## config.mk

```make
export PLATFORM = sky130hd
export DESIGN_NAME = multicycle_addsub_alu_flat
export DESIGN_NICKNAME = d
export VERILOG_FILES = /design/src/rtl/addsub_pkg.sv /design/src/rtl/multicycle_addsub_alu_if.sv /design/src/rtl/cla_slice.sv /design/src/rtl/multicycle_addsub_alu.sv /design/src/flat_wrapper.sv
export SDC_FILE = /design/constraint.sdc
export NUM_CORES = 1
export LEC_CHECK = 0
export ABC_CLOCK_PERIOD_IN_PS = 4800
export BUFFER_PORTS_ARGS = -buffer_cell sky130_fd_sc_hd__buf_4
export CORE_UTILIZATION = 45
export DETAILED_ROUTE_END_ITERATION = 12
export HOLD_SLACK_MARGIN = 0.02
export MAX_ROUTING_LAYER = met4
export PLACE_DENSITY = 0.67
export SETUP_SLACK_MARGIN = 0.3
export SYNTH_ARGS = -nofsm -noshare
export SYNTH_HDL_FRONTEND = slang
export SYNTH_SLANG_ARGS = --single-unit
```

## constraint.sdc

```tcl
create_clock -name clk -period 4.8 [get_ports clk]
set_input_delay 0.72 -clock clk [delete_from_list [all_inputs] [get_ports clk]]
set_output_delay 0.72 -clock clk [all_outputs]
set_load 0.02 [all_outputs]
```

## src/rtl/addsub_pkg.sv

```systemverilog
// Shared encodings for the multi-cycle add/subtract unit: op select values and FSM states.
package addsub_pkg;

    typedef enum logic [1:0] {
        OP_ADD  = 2'b00,
        OP_SUBB = 2'b01,
        OP_PASS = 2'b10,
        OP_DEC  = 2'b11
    } op_e;

    typedef enum logic [1:0] {
        IDLE = 2'b00,
        BUSY = 2'b01,
        DONE = 2'b10
    } state_e;

endpackage

```

## src/rtl/multicycle_addsub_alu_if.sv

```systemverilog
// Operand/result valid-ready bundle between the operand FIFO, the ALU and the result consumer.
interface multicycle_addsub_alu_if #(
    parameter int WIDTH = 16
);
    logic             in_valid;
    logic             in_ready;
    logic [WIDTH-1:0] a;
    logic [WIDTH-1:0] b;
    logic [1:0]       s;
    logic             cin;
    logic             out_valid;
    logic             out_ready;
    logic [WIDTH-1:0] d;
    logic             cout;
    logic             ovf;
    logic             zero;

    modport master (
        output in_valid, a, b, s, cin, out_ready,
        input  in_ready, out_valid, d, cout, ovf, zero
    );

    modport slave (
        input  in_valid, a, b, s, cin, out_ready,
        output in_ready, out_valid, d, cout, ovf, zero
    );
endinterface

```

## src/rtl/cla_slice.sv

```systemverilog
// One SLICE-bit carry-lookahead adder slice; every carry is a flat generate/propagate product.
module cla_slice #(
    parameter int SLICE = 4
) (
    input  logic [SLICE-1:0] a,
    input  logic [SLICE-1:0] b,
    input  logic             cin,
    output logic [SLICE-1:0] sum,
    output logic             cout
);
    logic [SLICE-1:0] w_g;
    logic [SLICE-1:0] w_p;
    logic [SLICE:0]   w_c;
    logic             w_acc;
    logic             w_pp;

    assign w_g = a & b;
    assign w_p = a ^ b;

    // c[i+1] = g[i] | p[i]g[i-1] | ... | p[i..0]cin, expanded rather than rippled
    always_comb begin
        w_c    = '0;
        w_acc  = 1'b0;
        w_pp   = 1'b0;
        w_c[0] = cin;
        for (int i = 0; i < SLICE; i++) begin
            w_acc = w_g[i];
            w_pp  = w_p[i];
            for (int j = i - 1; j >= 0; j--) begin
                w_acc = w_acc | (w_pp & w_g[j]);
                w_pp  = w_pp & w_p[j];
            end
            w_c[i+1] = w_acc | (w_pp & cin);
        end
    end

    assign sum  = w_p ^ w_c[SLICE-1:0];
    assign cout = w_c[SLICE];

endmodule

```

## src/rtl/multicycle_addsub_alu.sv

```systemverilog
// D = A + Y + CIN computed one CLA slice per clock, LSB first, with valid/ready on both sides.
//   state | meaning
//   IDLE  | waiting for an operand beat, in_ready=1
//   BUSY  | adding slice r_idx, carry held in r_carry
//   DONE  | result valid; in_ready follows out_ready for back-to-back accepts
module multicycle_addsub_alu
    import addsub_pkg::*;
#(
    parameter int WIDTH = 16,
    parameter int SLICE = 4
) (
    input logic                    clk,
    input logic                    rst_n,
    multicycle_addsub_alu_if.slave alu_bus
);
    localparam int NSLICE = WIDTH / SLICE;
    localparam int IDXW   = (NSLICE > 1) ? $clog2(NSLICE) : 1;

    state_e           r_state;
    state_e           w_state_nxt;
    logic [WIDTH-1:0] r_a;
    logic [WIDTH-1:0] r_y;
    logic [WIDTH-1:0] r_d;
    logic [WIDTH-1:0] w_d_nxt;
    logic [WIDTH-1:0] w_y_sel;
    logic             r_carry;
    logic             r_cout;
    logic             r_ovf;
    logic             r_zero;
    logic [IDXW-1:0]  r_idx;
    logic [SLICE-1:0] w_slice_a;
    logic [SLICE-1:0] w_slice_y;
    logic [SLICE-1:0] w_slice_sum;
    logic             w_slice_cout;
    logic             w_in_ready;
    logic             w_accept;
    logic             w_last;

    always_comb begin
        w_y_sel = alu_bus.b;
        case (op_e'(alu_bus.s))
            OP_ADD:  w_y_sel = alu_bus.b;
            OP_SUBB: w_y_sel = ~alu_bus.b;
            OP_PASS: w_y_sel = '0;
            OP_DEC:  w_y_sel = '1;
            default: w_y_sel = alu_bus.b;
        endcase
    end

    assign w_slice_a = r_a[int'(r_idx)*SLICE +: SLICE];
    assign w_slice_y = r_y[int'(r_idx)*SLICE +: SLICE];

    cla_slice #(.SLICE(SLICE)) u_cla (
        .a    (w_slice_a),
        .b    (w_slice_y),
        .cin  (r_carry),
        .sum  (w_slice_sum),
        .cout (w_slice_cout)
    );

    always_comb begin
        w_d_nxt = r_d;
        w_d_nxt[int'(r_idx)*SLICE +: SLICE] = w_slice_sum;
    end

    assign w_last   = (r_state == BUSY) && (r_idx == IDXW'(NSLICE - 1));
    assign w_accept = alu_bus.in_valid && w_in_ready;

    always_ff @(posedge clk or negedge rst_n) begin
        if (!rst_n) begin
            r_state <= IDLE;
        end else begin
            r_state <= w_state_nxt;
        end
    end

    always_comb begin
        w_state_nxt = r_state;
        w_in_ready  = 1'b0;
        case (r_state)
            IDLE: begin
                w_in_ready = 1'b1;
                if (alu_bus.in_valid) w_state_nxt = BUSY;
            end
            BUSY: begin
                if (w_last) w_state_nxt = DONE;
            end
            DONE: begin
                w_in_ready = alu_bus.out_ready;
                if (alu_bus.out_ready) w_state_nxt = alu_bus.in_valid ? BUSY : IDLE;
            end
            default: w_state_nxt = IDLE;
        endcase
    end

    always_ff @(posedge clk or negedge rst_n) begin
        if (!rst_n) begin
            r_a     <= '0;
            r_y     <= '0;
            r_d     <= '0;
            r_carry <= 1'b0;
            r_idx   <= '0;
            r_cout  <= 1'b0;
            r_ovf   <= 1'b0;
            r_zero  <= 1'b0;
        end else if (w_accept) begin
            r_a     <= alu_bus.a;
            r_y     <= w_y_sel;
            r_carry <= alu_bus.cin;
            r_idx   <= '0;
        end else if (r_state == BUSY) begin
            r_d     <= w_d_nxt;
            r_carry <= w_slice_cout;
            r_idx   <= r_idx + 1'b1;
            // flags are frozen here so they stay stable for the whole DONE hold
            if (w_last) begin
                r_cout <= w_slice_cout;
                r_ovf  <= (r_a[WIDTH-1] == r_y[WIDTH-1]) && (w_d_nxt[WIDTH-1] != r_a[WIDTH-1]);
                r_zero <= (w_d_nxt == '0);
            end
        end
    end

    assign alu_bus.in_ready  = w_in_ready;
    assign alu_bus.out_valid = (r_state == DONE);
    assign alu_bus.d         = r_d;
    assign alu_bus.cout      = r_cout;
    assign alu_bus.ovf       = r_ovf;
    assign alu_bus.zero      = r_zero;

endmodule

```

## src/flat_wrapper.sv

```systemverilog
// flat-port wrapper written by rule: the top's interface ports become plain ports
module multicycle_addsub_alu_flat import addsub_pkg::*;
#(
    parameter int WIDTH = 16,
    parameter int SLICE = 4
)
  (clk, rst_n, alu_bus_in_valid, alu_bus_a, alu_bus_b, alu_bus_s, alu_bus_cin, alu_bus_out_ready, alu_bus_in_ready, alu_bus_out_valid, alu_bus_d, alu_bus_cout, alu_bus_ovf, alu_bus_zero);
  multicycle_addsub_alu_if #(.WIDTH(WIDTH)) alu_bus_i ();
  input logic clk;
  input logic rst_n;
  input wire logic [$bits(alu_bus_i.in_valid)-1:0] alu_bus_in_valid;
  input wire logic [$bits(alu_bus_i.a)-1:0] alu_bus_a;
  input wire logic [$bits(alu_bus_i.b)-1:0] alu_bus_b;
  input wire logic [$bits(alu_bus_i.s)-1:0] alu_bus_s;
  input wire logic [$bits(alu_bus_i.cin)-1:0] alu_bus_cin;
  input wire logic [$bits(alu_bus_i.out_ready)-1:0] alu_bus_out_ready;
  output wire logic [$bits(alu_bus_i.in_ready)-1:0] alu_bus_in_ready;
  output wire logic [$bits(alu_bus_i.out_valid)-1:0] alu_bus_out_valid;
  output wire logic [$bits(alu_bus_i.d)-1:0] alu_bus_d;
  output wire logic [$bits(alu_bus_i.cout)-1:0] alu_bus_cout;
  output wire logic [$bits(alu_bus_i.ovf)-1:0] alu_bus_ovf;
  output wire logic [$bits(alu_bus_i.zero)-1:0] alu_bus_zero;
  assign alu_bus_i.in_valid = alu_bus_in_valid;
  assign alu_bus_i.a = alu_bus_a;
  assign alu_bus_i.b = alu_bus_b;
  assign alu_bus_i.s = alu_bus_s;
  assign alu_bus_i.cin = alu_bus_cin;
  assign alu_bus_i.out_ready = alu_bus_out_ready;
  assign alu_bus_in_ready = alu_bus_i.in_ready;
  assign alu_bus_out_valid = alu_bus_i.out_valid;
  assign alu_bus_d = alu_bus_i.d;
  assign alu_bus_cout = alu_bus_i.cout;
  assign alu_bus_ovf = alu_bus_i.ovf;
  assign alu_bus_zero = alu_bus_i.zero;
  multicycle_addsub_alu #(.WIDTH(WIDTH), .SLICE(SLICE)) u_core (.clk(clk), .rst_n(rst_n), .alu_bus(alu_bus_i));
endmodule
```

Word-level counts from Yosys, hierarchy flattened
Index checks and enable logic that the tools add are counted.

word-level totals
  flip-flop bits (word level) = 56
  bits in latches = 0
  bits in writable memories = 0
  bits in read-only memories = 0
  bits of input ports = 39
  word-level logic and storage cells = 79
  memories kept = 0

operators by class
  add/subtract/negate cells = 2
  multiply operators = 0
  div/mod/pow operators = 0
  magnitude comparators = 0
  equality and inequality tests = 11
  shift-type cells = 4
  muxes and demuxes = 12
  bitwise operators = 31
  reduce and logical (&&, ||, !) cells = 10

operators with widths
  kind                                                                      number
  16-bit one-hot mux with 4 select lines                                    1
  4-bit negator with 33-bit output                                          1
  4-bit by 33-bit variable shift with 16-bit output (first input constant)  1
  4-bit by 33-bit indexed part select with 16-bit output                    1
  16-bit by 5-bit indexed part select with 4-bit output                     2
  1-bit bitwise AND                                                         16
  16-bit bitwise mux                                                        1
  16-bit zero test                                                          1
  16-bit inverter                                                           1
  2-bit 2-to-1 mux                                                          5
  1-bit OR                                                                  10
  2-bit == test (second input constant)                                     4
  4-bit XOR                                                                 2
  2-bit one-hot mux with 3 select lines                                     1
  3-bit AND reduction                                                       2
  4-bit bitwise AND                                                         1
  2-bit by 1-bit == test with 1-bit output (second input constant)          2
  2-bit zero test                                                           2
  2-bit inequality test (second input constant)                             2
  1-bit logical AND                                                         3
  1-bit 2-to-1 mux                                                          3
  2-bit by 1-bit adder with 2-bit output (second input constant)            1
  2-bit by 1-bit inequality test with 1-bit output (second input constant)  1
  1-bit one-hot mux with 2 select lines                                     1
  5 further kinds                                                           5

Depth between registers and ports, before layout
  depth after elaboration = 11
  depth in mapped cells = 9
  depth with buffers taken out = 7

Hierarchy
A second synthesis with hierarchy kept.

unflattened totals
  cell total of the unflattened synthesis = 272
  area, all modules = 3014.1 um^2

by module, submodules not included
  module                 instances  cells an instance  area each (um^2)
  multicycle_addsub_alu  1          255                2866.5
  cla_slice              1          17                 147.6

Worst setup path after synthesis
Ideal clock, no wire load.

  kind = flip-flop to flip-flop
  start = register u_core.r_idx[0]
  end = register u_core.r_d[11] (netlist: u_core.alu_bus.d[11])
  arrival = 2643 ps
  required time = 4679 ps
  slack = 2036 ps
  cell stages (with the launch flop) = 10
  path buffers = 2
  clock period less this slack = 2764 ps
  cell sequence = dfrtp_1 > buf_6 > buf_2 > mux4_2 > ha_1 > a21oi_1 > or3_4 > and3_1 > and2_4 > a22o_1

on the way
  longest elaborated chain between the ends = 9
  elaborated cells on any way between the ends = 24
  those cells by class = add/sub (1); shift (4); mux (1); bitwise (18)

ends and longest elaborated chain
  item                                                                      RTL line                                                  source
  start: declaration                                                        multicycle_addsub_alu.sv:30                               logic [IDXW-1:0] r_idx;
  start signal: assignment                                                  multicycle_addsub_alu.sv:114                              r_idx <= r_idx + 1'b1;
  16-bit by 5-bit indexed part select with 4-bit output (on tied branches)  multicycle_addsub_alu.sv:50, multicycle_addsub_alu.sv:51
  4-bit XOR / 4-bit bitwise AND (equally long branches)                     cla_slice.sv:18, cla_slice.sv:17
  1-bit bitwise AND (on tied branches)                                      cla_slice.sv:30, cla_slice.sv:31
  1-bit OR (tied with other cells)                                          cla_slice.sv:30                                           w_acc = w_acc | (w_pp & w_g[j]);
  1-bit OR / 1-bit bitwise AND (equally long branches)                      cla_slice.sv:30, cla_slice.sv:33
  1-bit OR                                                                  cla_slice.sv:33                                           w_c[i+1] = w_acc | (w_pp & cin);
  4-bit XOR                                                                 cla_slice.sv:37                                           assign sum = w_p ^ w_c[SLICE-1:0];
  4-bit by 33-bit indexed part select with 16-bit output                    multicycle_addsub_alu.sv:63                               w_d_nxt[int'(r_idx)*SLICE +: SLICE] = w_slice_sum;
  16-bit bitwise mux (*)                                                    multicycle_addsub_alu.sv:63
  end signal: assignment                                                    multicycle_addsub_alu.sv:112                              r_d <= w_d_nxt;
  end: declaration                                                          multicycle_addsub_alu.sv:23                               logic [WIDTH-1:0] r_d;

Every way passes the cells marked *; elsewhere a longest branch is shown, timed or not.
A chain may end at the register's enable or synchronous reset.

Worst setup path in the final report
Same ends and word-level chain as after synthesis.

==> run summary <==
YOSYS
--------------------------------------------------------------------------------------------------
Number of distinct library cell variants in the gate-level netlist after synthesis              41
Post-synthesis cell count                                                                      260
Leading post-synthesis cells by cell area                                             sky130_fd_sc_hd__dfrtp_1 47%, sky130_fd_sc_hd__mux2_2 6.1%, sky130_fd_sc_hd__mux4_2 6.1%, sky130_fd_sc_hd__xnor2_1 5.0%, sky130_fd_sc_hd__ha_1 4.6%
Most repeated cell in the gate-level netlist after synthesis                          sky130_fd_sc_hd__dfrtp_1
Average footprint of a synthesized cell                                                   11.4 um2
Cell area after technology mapping                                                     0.00297 mm2
Number of synthesized flops with an enable pin                                                   0
Main synth FF type                                                                    sky130_fd_sc_hd__dfrtp_1
Post-synthesis register bit count                                                               56
Share of synthesized area occupied by flip-flops and latches                                 47.2%
Dominant cell type by area after synthesis                                            sky130_fd_sc_hd__dfrtp_1
Synth Net Count                                                                                311
Async set-or-reset flop fraction in the synthesized netlist                                   100%
Fraction of post-synthesis cell area in the top cell type by area                            47.2%
Number of warning messages in the yosys log                                                      0
Leading post-synthesis cells by instance count                                        56 x sky130_fd_sc_hd__dfrtp_1, 29 x sky130_fd_sc_hd__nand2_1, 23 x sky130_fd_sc_hd__o21ai_0, 19 x sky130_fd_sc_hd__nor2b_1, 17 x sky130_fd_sc_hd__xnor2_1

PWR
--------------------------------------------------------------------------------------------------
P per Cell Area                                                                         716 mW/mm2
Leak pwr                                                                                0.00160 uW
Peak supply drop                                                                          0.380 mV

FLOORPLANNING
--------------------------------------------------------------------------------------------------
Die X-Extent                                                                               83.2 um
Die Y                                                                                      83.2 um
Core area                                                                              0.00635 mm2
Total Die Area                                                                         0.00692 mm2
I/O Pins                                                                                        60
Standard-cell row count                                                                         29
Initial cell density of the core                                                             46.7%

TIMING
--------------------------------------------------------------------------------------------------
Count of pins over their slew limit                                                              0
Worst slew margin                                                                            44.3%
Post-route setup TNS                                                                          0 ps
Number of hold-slack violations in the final timing report                                       0
Unrepaired setup endpoints after global routing                                                 no
Worst Setup Slack, final                                                                   1780 ps
Post-route clock period utilization                                                          62.9%
Max Fclk                                                                                   331 MHz
WHS                                                                                         435 ps
Count of final setup violators                                                                   0
Layout Skew                                                                                8.04 ps
Transition time at the pin with the least slew margin                                       835 ps
Time the worst path needs with I/O delays and setup                                        3020 ps

WORST SETUP PATH
--------------------------------------------------------------------------------------------------
Worst Reg2Reg Path Length in Cells                                                               7
Sequence of cells on the critical path                                                mux4_2 -> ha_1 -> a21oi_1 -> or3_4 -> and3_1 -> and2_4 -> a22o_1
Path type of the worst setup path                                                          reg2reg
WP data required                                                                           5000 ps
Reg-to-reg endpoint                                                                   u_core.alu_bus.d[11]
Launch instance of the worst register-to-register path                                u_core.r_idx[0]
Maximum fanout count along the critical path                                                    20
Critical Path AT                                                                           3220 ps
Slowest stage cell, crit path                                                         sky130_fd_sc_hd__dfrtp_1
R2r setup slk                                                                              1780 ps
Startpoint type of the worst setup path                                                  flip-flop
Sort of element at the end of the critical path                                          flip-flop
Critical path's largest stage delay                                                         900 ps

GRT
--------------------------------------------------------------------------------------------------
Number of antenna violations at the first check in global routing                                0
Overall routing resource usage                                                               18.8%
GR Overflow Total                                                                                0
Vias in the first global route                                                                2163
Wire length of the first global-routing pass                                               10.2 mm
Largest net degree at the start of global routing                                               57

LAYOUT
--------------------------------------------------------------------------------------------------
Synth-to-Final Area Change                                                                   19.6%
Layout cell share with drive strength beyond 1                                               31.6%
Total non-filler cell area in the finished layout                                      0.00355 mm2
Nets                                                                                           366
Diode count                                                                                      0
Final standard cell utilization of the core                                                  55.9%

DRT
--------------------------------------------------------------------------------------------------
Post-detailed-routing wire length                                                          5.88 mm
Routed via count                                                                              2136
Count of nets left with antenna violations after detail routing                                  0
Routed length per placed instance                                                          15.0 um
Number of iterations in the first detailed-routing pass                                          4
Post-detailed-route via-to-cell ratio                                                         5.44
Count of unresolved DRC violations after routing                                                 0
Detailed Route Iter0 Violations                                                                 98

RUN
--------------------------------------------------------------------------------------------------
Max cap viols                                                                                    0

PLACEMENT
--------------------------------------------------------------------------------------------------
Worst setup slack before clock tree synthesis                                              1760 ps
Post-detailed-placement cell area                                                      0.00346 mm2
IO Port Bufs                                                                                    59
Dpl hpwl                                                                                   4.29 mm
Placer congestion estimate                                                                   0.843

CLOCK TREE
--------------------------------------------------------------------------------------------------
CTS Hold Buffers Added                                                                           0
Insertion delay to the later sink of the worst-skew pair                                    310 ps
TritonCTS clock tree                                                                          done
Maximum level of the CTS H-tree                                                                  2
Quantity of gates resized following cts                                                          0
TritonCTS Buffers                                                                                5
Clock transition time at the flip-flop clock pins of the worst setup and hold paths         100 ps
Root Buffer                                                                           sky130_fd_sc_hd__clkbuf_8
Bufs on Longest Clock Path                                                                       2
Sink Count                                                                                      56
Buffers inserted during post-CTS setup optimization                                              0

HOLD PATH
--------------------------------------------------------------------------------------------------
Worst hold path class                                                                     in2async

STATUS
--------------------------------------------------------------------------------------------------
Outcome                                                                               finished clean

routing by layer:
metal	global-route usage, %	routed length [um]
met5	-	0
met2	29.9	2840
met4	5.02	82
met3	3.58	252
met1	24.8	2710
through the flow:
step,power (uW),instances
3_3_place_gp,2250,385
4_1_cts,2560,393
2_1_floorplan,1890,260
5_1_grt,2760,393
6_report,2540,393
3_5_place_dp,2290,385
worst max path at each step:
stage / from / end / slack [ps]
6_report: u_core.r_idx[0] / u_core.alu_bus.d[11] / 1780
5_1_grt: u_core.r_idx[0] / u_core.alu_bus.zero / 1530
4_1_cts: u_core.r_idx[0] / u_core.alu_bus.d[11] / 1740
3_5_place_dp: u_core.r_idx[0] / u_core.alu_bus.d[11] / 1760
3_3_place_gp: u_core.r_idx[0] / u_core.alu_bus.d[11] / 1810
2_1_floorplan: u_core.r_idx[0] / u_core.alu_bus.d[11] / 2040
power breakdown:
group | leakage [uW] | internal, uW | switching, uW | total (uW)
clock network | 0.0000510 | 116 | 148 | 264
logic | 0.000849 | 668 | 743 | 1410
registers | 0.000705 | 679 | 188 | 867
logic make-up after synthesis:
group | after synthesis | share of synthesized area, %
multiplexers | 25 | 12.5
flip-flops | 56 | 47.2
adder cells (fa/ha/maj) | 12 | 5.31
XOR/XNOR | 18 | 5.31
buffers and inverters | 18 | 2.78
AO/OA/AOI/OAI | 56 | 12.8
AND/OR/NAND/NOR | 75 | 14.1
final cells by class:
| class | instances | area [um2] |
|---|---|---|
| clock buffer | 6 | 82.6 |
| clock inverter | 2 | 10.0 |
| fill | 563 | 2800 |
| inverter | 5 | 18.8 |
| multi-input combinational | 186 | 1480 |
| sequential | 56 | 1400 |
| tap | 77 | 96.3 |
| timing repair buffer | 61 | 458 |
worst max-delay path, delay by kind of cell (launching register included):
family          cells  cell delay, ps
simple gates        3             740
mux                 1             650
fa+ha+maj           1             320
compound gates      2             300
flops               1             900
sequential cells by signal (all words and copies together), names as in the netlist:
name,flops
u_core.r_idx,2
u_core.r_state,2
u_core.alu_bus.d,16
u_core.r_carry,1
u_core.r_a,16
u_core.alu_bus.zero,1
u_core.alu_bus.ovf,1
u_core.alu_bus.cout,1
u_core.r_y,16
placed cells by master (no fill, tap or decap), types with 2 or more instances in the layout:
cell type and count:
sky130_fd_sc_hd__ha_1 11, sky130_fd_sc_hd__nor4_1 4, sky130_fd_sc_hd__a21oi_1 7, sky130_fd_sc_hd__and2_4 2
sky130_fd_sc_hd__buf_4 61, sky130_fd_sc_hd__nand2_1 29, sky130_fd_sc_hd__o211ai_1 2, sky130_fd_sc_hd__dfrtp_1 56
sky130_fd_sc_hd__a32o_1 4, sky130_fd_sc_hd__nor2b_1 19, sky130_fd_sc_hd__mux2_2 16, sky130_fd_sc_hd__a22o_1 12
sky130_fd_sc_hd__mux4_2 8, sky130_fd_sc_hd__o22ai_1 2, sky130_fd_sc_hd__xnor2_1 17, sky130_fd_sc_hd__inv_1 5
sky130_fd_sc_hd__o21ai_0 23, sky130_fd_sc_hd__nand2b_1 3, sky130_fd_sc_hd__clkbuf_8 6, sky130_fd_sc_hd__clkinv_2 2
sky130_fd_sc_hd__nand3_1 5, sky130_fd_sc_hd__nor3_1 2, sky130_fd_sc_hd__and2_1 2
Power figures use the tool's default switching activity.
